### config.mk
export PLATFORM = sky130hd
export DESIGN_NAME = hit_judge
export DESIGN_NICKNAME = d
export VERILOG_FILES = /design/src/rtl/gh_pkg.sv /design/src/rtl/strum_sync.sv /design/src/rtl/hit_judge.sv
export SDC_FILE = /design/constraint.sdc
export NUM_CORES = 1
export LEC_CHECK = 0
export ABC_CLOCK_PERIOD_IN_PS = 2200
export CORE_MARGIN = 2
export CORE_UTILIZATION = 30
export CTS_BUF_LIST = sky130_fd_sc_hd__clkbuf_4
export DETAILED_ROUTE_END_ITERATION = 16
export SETUP_SLACK_MARGIN = 0.5
export SYNTH_ARGS = -nofsm -noshare
export SYNTH_HDL_FRONTEND = slang
export SYNTH_SLANG_ARGS = --single-unit
### constraint.sdc
create_clock -name CLOCK_50 -period 2.2 [get_ports CLOCK_50]
set_input_delay 0.33 -clock CLOCK_50 [delete_from_list [all_inputs] [get_ports CLOCK_50]]
set_output_delay 0.33 -clock CLOCK_50 [all_outputs]
set_load 0.02 [all_outputs]
### src/rtl/gh_pkg.sv
// Shared types and widths for the guitar-hero note judge.
// streak_mult() maps a streak to its multiplier tier (used when STREAK_MULT_EN is defined).
package gh_pkg;
    localparam int NOTE_W   = 5;
    localparam int SCORE_W  = 16;
    localparam int STREAK_W = 8;
    localparam int MULT_MAX = 4;
    localparam int MULT_W   = 3;
    localparam int CNT_W    = 25;

    typedef enum logic [1:0] {
        ST_IDLE,
        ST_WINDOW,
        ST_HIT,
        ST_MISS
    } judge_state_e;

    // One tier per 8 consecutive hits, capped at MULT_MAX.
    function automatic logic [MULT_W-1:0] streak_mult(input logic [STREAK_W-1:0] streak_v);
        logic [STREAK_W-4:0] tier;
        tier = streak_v[STREAK_W-1:3];
        if (tier >= (STREAK_W-3)'(MULT_MAX - 1)) return MULT_W'(MULT_MAX);
        return MULT_W'(tier) + MULT_W'(1);
    endfunction
endpackage

### src/rtl/strum_sync.sv
// Brings the raw strum switch into the clock domain and emits a one-cycle rising-edge pulse.
// The pulse appears three clocks after the switch rises (two sync flops plus the edge register).
module strum_sync (
    input  logic clk,
    input  logic rst_n,
    input  logic strum,
    output logic strum_rise
);
    logic meta_q, sync_q, last_q, rise_q;
    logic meta_d, sync_d, last_d, rise_d;

    always_comb begin
        meta_d = strum;
        sync_d = meta_q;
        last_d = sync_q;
        rise_d = sync_q & ~last_q;
    end

    always_ff @(posedge clk or negedge rst_n) begin
        if (!rst_n) begin
            meta_q <= 1'b0;
            sync_q <= 1'b0;
            last_q <= 1'b0;
            rise_q <= 1'b0;
        end else begin
            meta_q <= meta_d;
            sync_q <= sync_d;
            last_q <= last_d;
            rise_q <= rise_d;
        end
    end

    assign strum_rise = rise_q;
endmodule

### src/rtl/hit_judge.sv
// Note-hit judge: opens a timing window per chord arrival, judges strums, keeps score and streak.
// Define STREAK_MULT_EN for the streak-based score multiplier; otherwise the multiplier is fixed at 1.
module hit_judge
    import gh_pkg::*;
#(
    parameter logic [CNT_W-1:0] WINDOW_CYCLES = 25'd6578947,
    parameter logic [7:0]       POINTS_BASE   = 8'd10
) (
    input  logic                CLOCK_50,
    input  logic                resetn,
    input  logic                pause,
    input  logic [NOTE_W-1:0]   exp_notes,
    input  logic [NOTE_W-1:0]   frets,
    input  logic                strum,
    output logic [SCORE_W-1:0]  score,
    output logic [STREAK_W-1:0] streak,
    output logic [MULT_W-1:0]   multiplier,
    output logic                note_active,
    output logic                hit_pulse,
    output logic                miss_pulse
);
    localparam logic [CNT_W-1:0] LAST_CNT = WINDOW_CYCLES - CNT_W'(1);
    localparam int PTS_W = 8 + MULT_W;

    judge_state_e        state_q, state_d;
    logic [CNT_W-1:0]    cnt_q, cnt_d;
    logic [NOTE_W-1:0]   target_q, target_d;
    logic [NOTE_W-1:0]   prev_exp_q, prev_exp_d;
    logic                pending_q, pending_d;
    logic [SCORE_W-1:0]  score_q, score_d;
    logic [STREAK_W-1:0] streak_q, streak_d;

    logic                strum_rise, rise, arrival, fret_ok, do_hit, do_miss;
    logic [MULT_W-1:0]   mult;
    logic [PTS_W-1:0]    pts;
    logic [SCORE_W:0]    score_sum;

    strum_sync u_strum_sync (
        .clk        (CLOCK_50),
        .rst_n      (resetn),
        .strum      (strum),
        .strum_rise (strum_rise)
    );

`ifdef STREAK_MULT_EN
    assign mult = streak_mult(streak_q);
`else
    assign mult = MULT_W'(1);
`endif

    always_comb begin
        rise      = strum_rise & ~pause;
        arrival   = (exp_notes != prev_exp_q) && (exp_notes != '0);
        fret_ok   = (frets == target_q);
        pts       = PTS_W'(POINTS_BASE) * PTS_W'(mult);
        score_sum = (SCORE_W+1)'(score_q) + (SCORE_W+1)'(pts);
    end

    // A new chord that lands while a judgement is being made is parked in
    // target_q with pending_q set, so the window reopens right after HIT/MISS.
    always_comb begin
        state_d    = state_q;
        cnt_d      = cnt_q;
        target_d   = target_q;
        prev_exp_d = prev_exp_q;
        pending_d  = pending_q;
        score_d    = score_q;
        streak_d   = streak_q;
        do_hit     = 1'b0;
        do_miss    = 1'b0;

        if (!pause) begin
            prev_exp_d = exp_notes;
            if (arrival) target_d = exp_notes;

            case (state_q)
                ST_IDLE: begin
                    if (rise) begin
                        do_miss = 1'b1;
                    end else if (arrival) begin
                        state_d = ST_WINDOW;
                        cnt_d   = '0;
                    end
                end
                ST_WINDOW: begin
                    if (rise) begin
                        if (fret_ok) do_hit  = 1'b1;
                        else         do_miss = 1'b1;
                    end else if (arrival || cnt_q == LAST_CNT) begin
                        do_miss = 1'b1;
                    end else begin
                        cnt_d = cnt_q + CNT_W'(1);
                    end
                end
                ST_HIT, ST_MISS: begin
                    pending_d = 1'b0;
                    if (pending_q || arrival) begin
                        state_d = ST_WINDOW;
                        cnt_d   = '0;
                    end else begin
                        state_d = ST_IDLE;
                    end
                end
                default: state_d = ST_IDLE;
            endcase

            if (do_hit) begin
                state_d   = ST_HIT;
                pending_d = arrival;
                streak_d  = (streak_q == '1) ? streak_q : streak_q + STREAK_W'(1);
                score_d   = score_sum[SCORE_W] ? '1 : score_sum[SCORE_W-1:0];
            end
            if (do_miss) begin
                state_d   = ST_MISS;
                pending_d = arrival;
                streak_d  = '0;
            end
        end
    end

    always_ff @(posedge CLOCK_50 or negedge resetn) begin
        if (!resetn) begin
            state_q    <= ST_IDLE;
            cnt_q      <= '0;
            target_q   <= '0;
            prev_exp_q <= '0;
            pending_q  <= 1'b0;
            score_q    <= '0;
            streak_q   <= '0;
        end else begin
            state_q    <= state_d;
            cnt_q      <= cnt_d;
            target_q   <= target_d;
            prev_exp_q <= prev_exp_d;
            pending_q  <= pending_d;
            score_q    <= score_d;
            streak_q   <= streak_d;
        end
    end

    assign score       = score_q;
    assign streak      = streak_q;
    assign multiplier  = mult;
    assign note_active = (state_q == ST_WINDOW);
    assign hit_pulse   = (state_q == ST_HIT)  && !pause;
    assign miss_pulse  = (state_q == ST_MISS) && !pause;
endmodule

==> results of run 1 <==
[logic make-up after synthesis]
kind of cell,after synthesis
adders and majority gates,4
DFF,66
and+or+nand+nor,170
buffers and inverters,28
other,2
AOI/OAI and AO/OA,95
xor gates and xnor gates,15
muxes,17
[path summary, 6_finish.rpt]
path | endpoint | cells after the start | from | slack, ns
max in group asynchronous | score[2]$_DFFE_PN0P_ | 3 | resetn | 1.43
setup / recovery | cnt_q[8]$_DFFE_PN0P_ | 11 | cnt_q[0]$_DFFE_PN0P_ | -0.1
setup reg to reg | cnt_q[8]$_DFFE_PN0P_ | 11 | cnt_q[0]$_DFFE_PN0P_ | -0.1
hold / removal | u_strum_sync.meta_q$_DFF_PN0_ | 1 | strum | 0.35
min in group asynchronous | cnt_q[22]$_DFFE_PN0P_ | 3 | resetn | 0.43
hold reg to reg | u_strum_sync.last_d$_DFF_PN0_ | 0 | u_strum_sync.meta_q$_DFF_PN0_ | 0.35
[worst register-to-register path: stages, from the launching register on]
cell	delay (ns)
dfrtp_1	0.39
inv_2	0.07
ha_4	0.16
nor4b_4	0.13
nand4_1	0.14
nor2_2	0.07
o31a_1	0.35
buf_6	0.17
buf_16	0.14
buf_12	0.14
a211oi_1	0.28
mux2i_1	0.14
[what timing repair did]
item,4_1_cts,5_1_grt
resized for setup,102,102
endpoints found under the hold margin,66,0
hold buffers,1,0
gates cloned,3,0
setup buffers,36,15
setup endpoints to repair,80,56
pin swaps,48,43
[metal layers]
metal / wire [µm] / vias up / share of wire [%] / GRT usage, %
met5: 0 / - / 0 / 0
met4: 284 / 0 / 2.4 / 6.91
met3: 480 / 24 / 4.1 / 3.66
met2: 5910 / 110 / 50 / 27.6
met1: 5130 / 1914 / 43 / 22.3
li1: - / 1827 / - / -
[final cells by class]
type                    count  area, µm²
repair buffers            169       1600
clock buffers              11       82.6
well taps                 168        210
multi-input cells         304       2680
fillers                  1060       5760
clock inverters             4       20.0
flip-flops and latches     66       1670
diodes                      1       2.50
inverters                  10       42.5
[cells in the final DEF (no fill, tap or decap), drive strengths merged, types with 11 or more instances in the layout]
master / count
buf: 132
o21ai: 15
nor2: 29
or4: 16
nand4: 12
nand2: 32
clkbuf: 11
dfrtp: 66
a21oi: 26
and3: 20
dlygate4sd2: 28
nand3: 19
mux2: 13
o31ai: 14
[power by group through the flow]
stage               clock [µW]  sequential (µW)  combinational, µW
finish                     692             1390               2210
detailed placement           0             1390               1180
global placement             0             1380               1160
CTS                        716             1370               1760
global route               762             1400               2340
floorplan                    0             1390                631
[stage by stage]
stage | hold WS [ns] | cells | util (%)
after floorplan | 0.0344 | 398 | -
after global placement | 0.336 | 662 | 41.6
after detailed placement | 0.335 | 662 | 41.6
after CTS | 0.327 | 717 | 47.2
after global routing | 0.333 | 733 | 52.2
final | 0.352 | 733 | 52.2
[sequential cells by signal (all words and copies together) (netlist names)]
signal and count:
cnt_q 25, score 16, streak 8, prev_exp_q 5, target_q 5, state_q 2, pending_q 1, u_strum_sync.last_d 1
u_strum_sync.last_q 1, u_strum_sync.meta_q 1, u_strum_sync.strum_rise 1
==> impl_metrics.tcl, run 1 <==
set metrics [dict create \
    io_pins 44 \
    clock_path_buffers 2 \
    setup_tns_ns -0.162 \
    synth_compound_area_share_pct 17.0 \
    crit_slowest_cell "dfrtp_1" \
    cts_tree "done" \
    worstPathMaxFanout 7 \
    max_cap_violations 0 \
    fin_crit_ns 2.30 \
    synth.area.mux_share_pct 5.01 \
    initial_core_util_pct 30.9 \
    cp-end-kind "flop" \
    sw_frac_of_total_pct 36.4 \
    fmax_mhz 435 \
    grt_pass1_vias 3725 \
    place_ws_ns -0.528 \
    grt_overflow_total 0 \
    synthFlopType "dfrtp_1" \
    drc 0 \
    synth_edf_count 0 \
    yosys.area.top_type_share_pct 44.3 \
    grt_usage_pct 17.1 \
    hp-class "in2reg" \
    finClkSkew_ns 0.0260 \
    synth-simple-area-share_pct 25.1 \
    coreArea_mm2 0.0121 \
    syn_area_mm2 0.00372 \
    dpl.hpwl_um 7220 \
    avgSynthCellArea_um2 9.38 \
    grt_max_degree 67 \
    hold_violations 0 \
    postPlaceCellArea_mm2 0.00501 \
    seqPwrFrac_pct 32.3 \
    die_w_um 115 \
    detail_route.vias_per_cell 5.29 \
    slew_viol_final 0 \
    clk_transition_reported_paths_ns 0.11 \
    synth-seq-area-share_pct 44.3 \
    start_kind "flop" \
    synth_cells 397 \
    worst_ir_drop_vdd_uv 515 \
    yosys-top-cells-count "dfrtp_1, nand2_1, nor2_1" \
    post_drt_wl_per_cell_um 16.1 \
    synthAdderAreaFrac_pct 1.34 \
    p_sw_uw 1560 \
    final_nets 578 \
    power_frac_comb_pct 51.6 \
    synth_top_area_cell "dfrtp_1" \
    design_area_mm2 0.00630 \
    max_stage_delay_ns 0.39 \
    insertion_delay_ns 0.43 \
    async_flop_share_pct 100 \
    cts_sinks 66 \
    drtIter0Drc 253 \
    rsz0062_at_grt "yes" \
    worst_pin_slew_ns 0.674 \
    synthXorXnorAreaFrac_pct 3.53 \
    critPathKind "reg2reg" \
    worst_slack_ns -0.0991 \
    cts-htree-levels 3 \
    dieHeight_um 115 \
    critPathTopFamily "compound AO/OA/AOI/OAI gates" \
    grt_pass1_wl_um 18100 \
    status "complete, but fails checks" \
    syn_to_final_growth_pct 69.2 \
    yosys_warnings 0 \
    antenna_found_initial 1 \
    critical_path.cell_chain "inv_2 -> ha_4 -> nor4b_4 -> nand4_1 -> nor2_2 -> o31a_1 -> buf_6 -> buf_16 -> buf_12 -> a211oi_1 -> mux2i_1" \
    drt_first_pass_iters 4 \
    cp.buffers_inverters 4 \
    max_slew_margin_pct 54.7 \
    power.density_mw_per_mm2 681 \
    postRouteAntennaNets 0 \
    post-synth-top-count-cell "dfrtp_1" \
    cts_root_buffer "clkbuf_4" \
    synthTopCellsByArea "dfrtp_1, and3_1, mux2_2" \
    routed_wirelength_um 11800 \
    power.total_uw 4290 \
    vias 3875 \
    violations "setup timing" \
    dieArea_mm2 0.0133 \
    numCtsBuffers 9 \
    synth_seq_cells 66 \
    power.internal_uw 2730 \
    drive_above_1_share_pct 51.8 \
    finalCritPeriodShare_pct 105 \
    p_clk_share_pct 16.1 \
    crit_arrival_ns 2.60 \
    setup_violations 4 \
    rows 40 \
    synth_top_family_by_area "simple AND/OR/NAND/NOR gates" \
    cp.required_ns 2.50 \
    place_congestion 0.911 \
    port_buffers 40 \
    yosys.cell_types.count 58 \
    p_leak_uw 0.00277 \
]
(Power assumes the default switching activity.)
==> run 2: changes to the inputs <==
--- a/config.mk
+++ b/config.mk
@@ -6,6 +6,7 @@
 export NUM_CORES = 1
 export LEC_CHECK = 0
 export ABC_CLOCK_PERIOD_IN_PS = 2200
+export CAP_MARGIN = 20
 export CORE_MARGIN = 2
 export CORE_UTILIZATION = 30
 export CTS_BUF_LIST = sky130_fd_sc_hd__clkbuf_4
==> results of run 2 <==
Same layout as run 1: the final DEF is identical, and so are final timing and power.
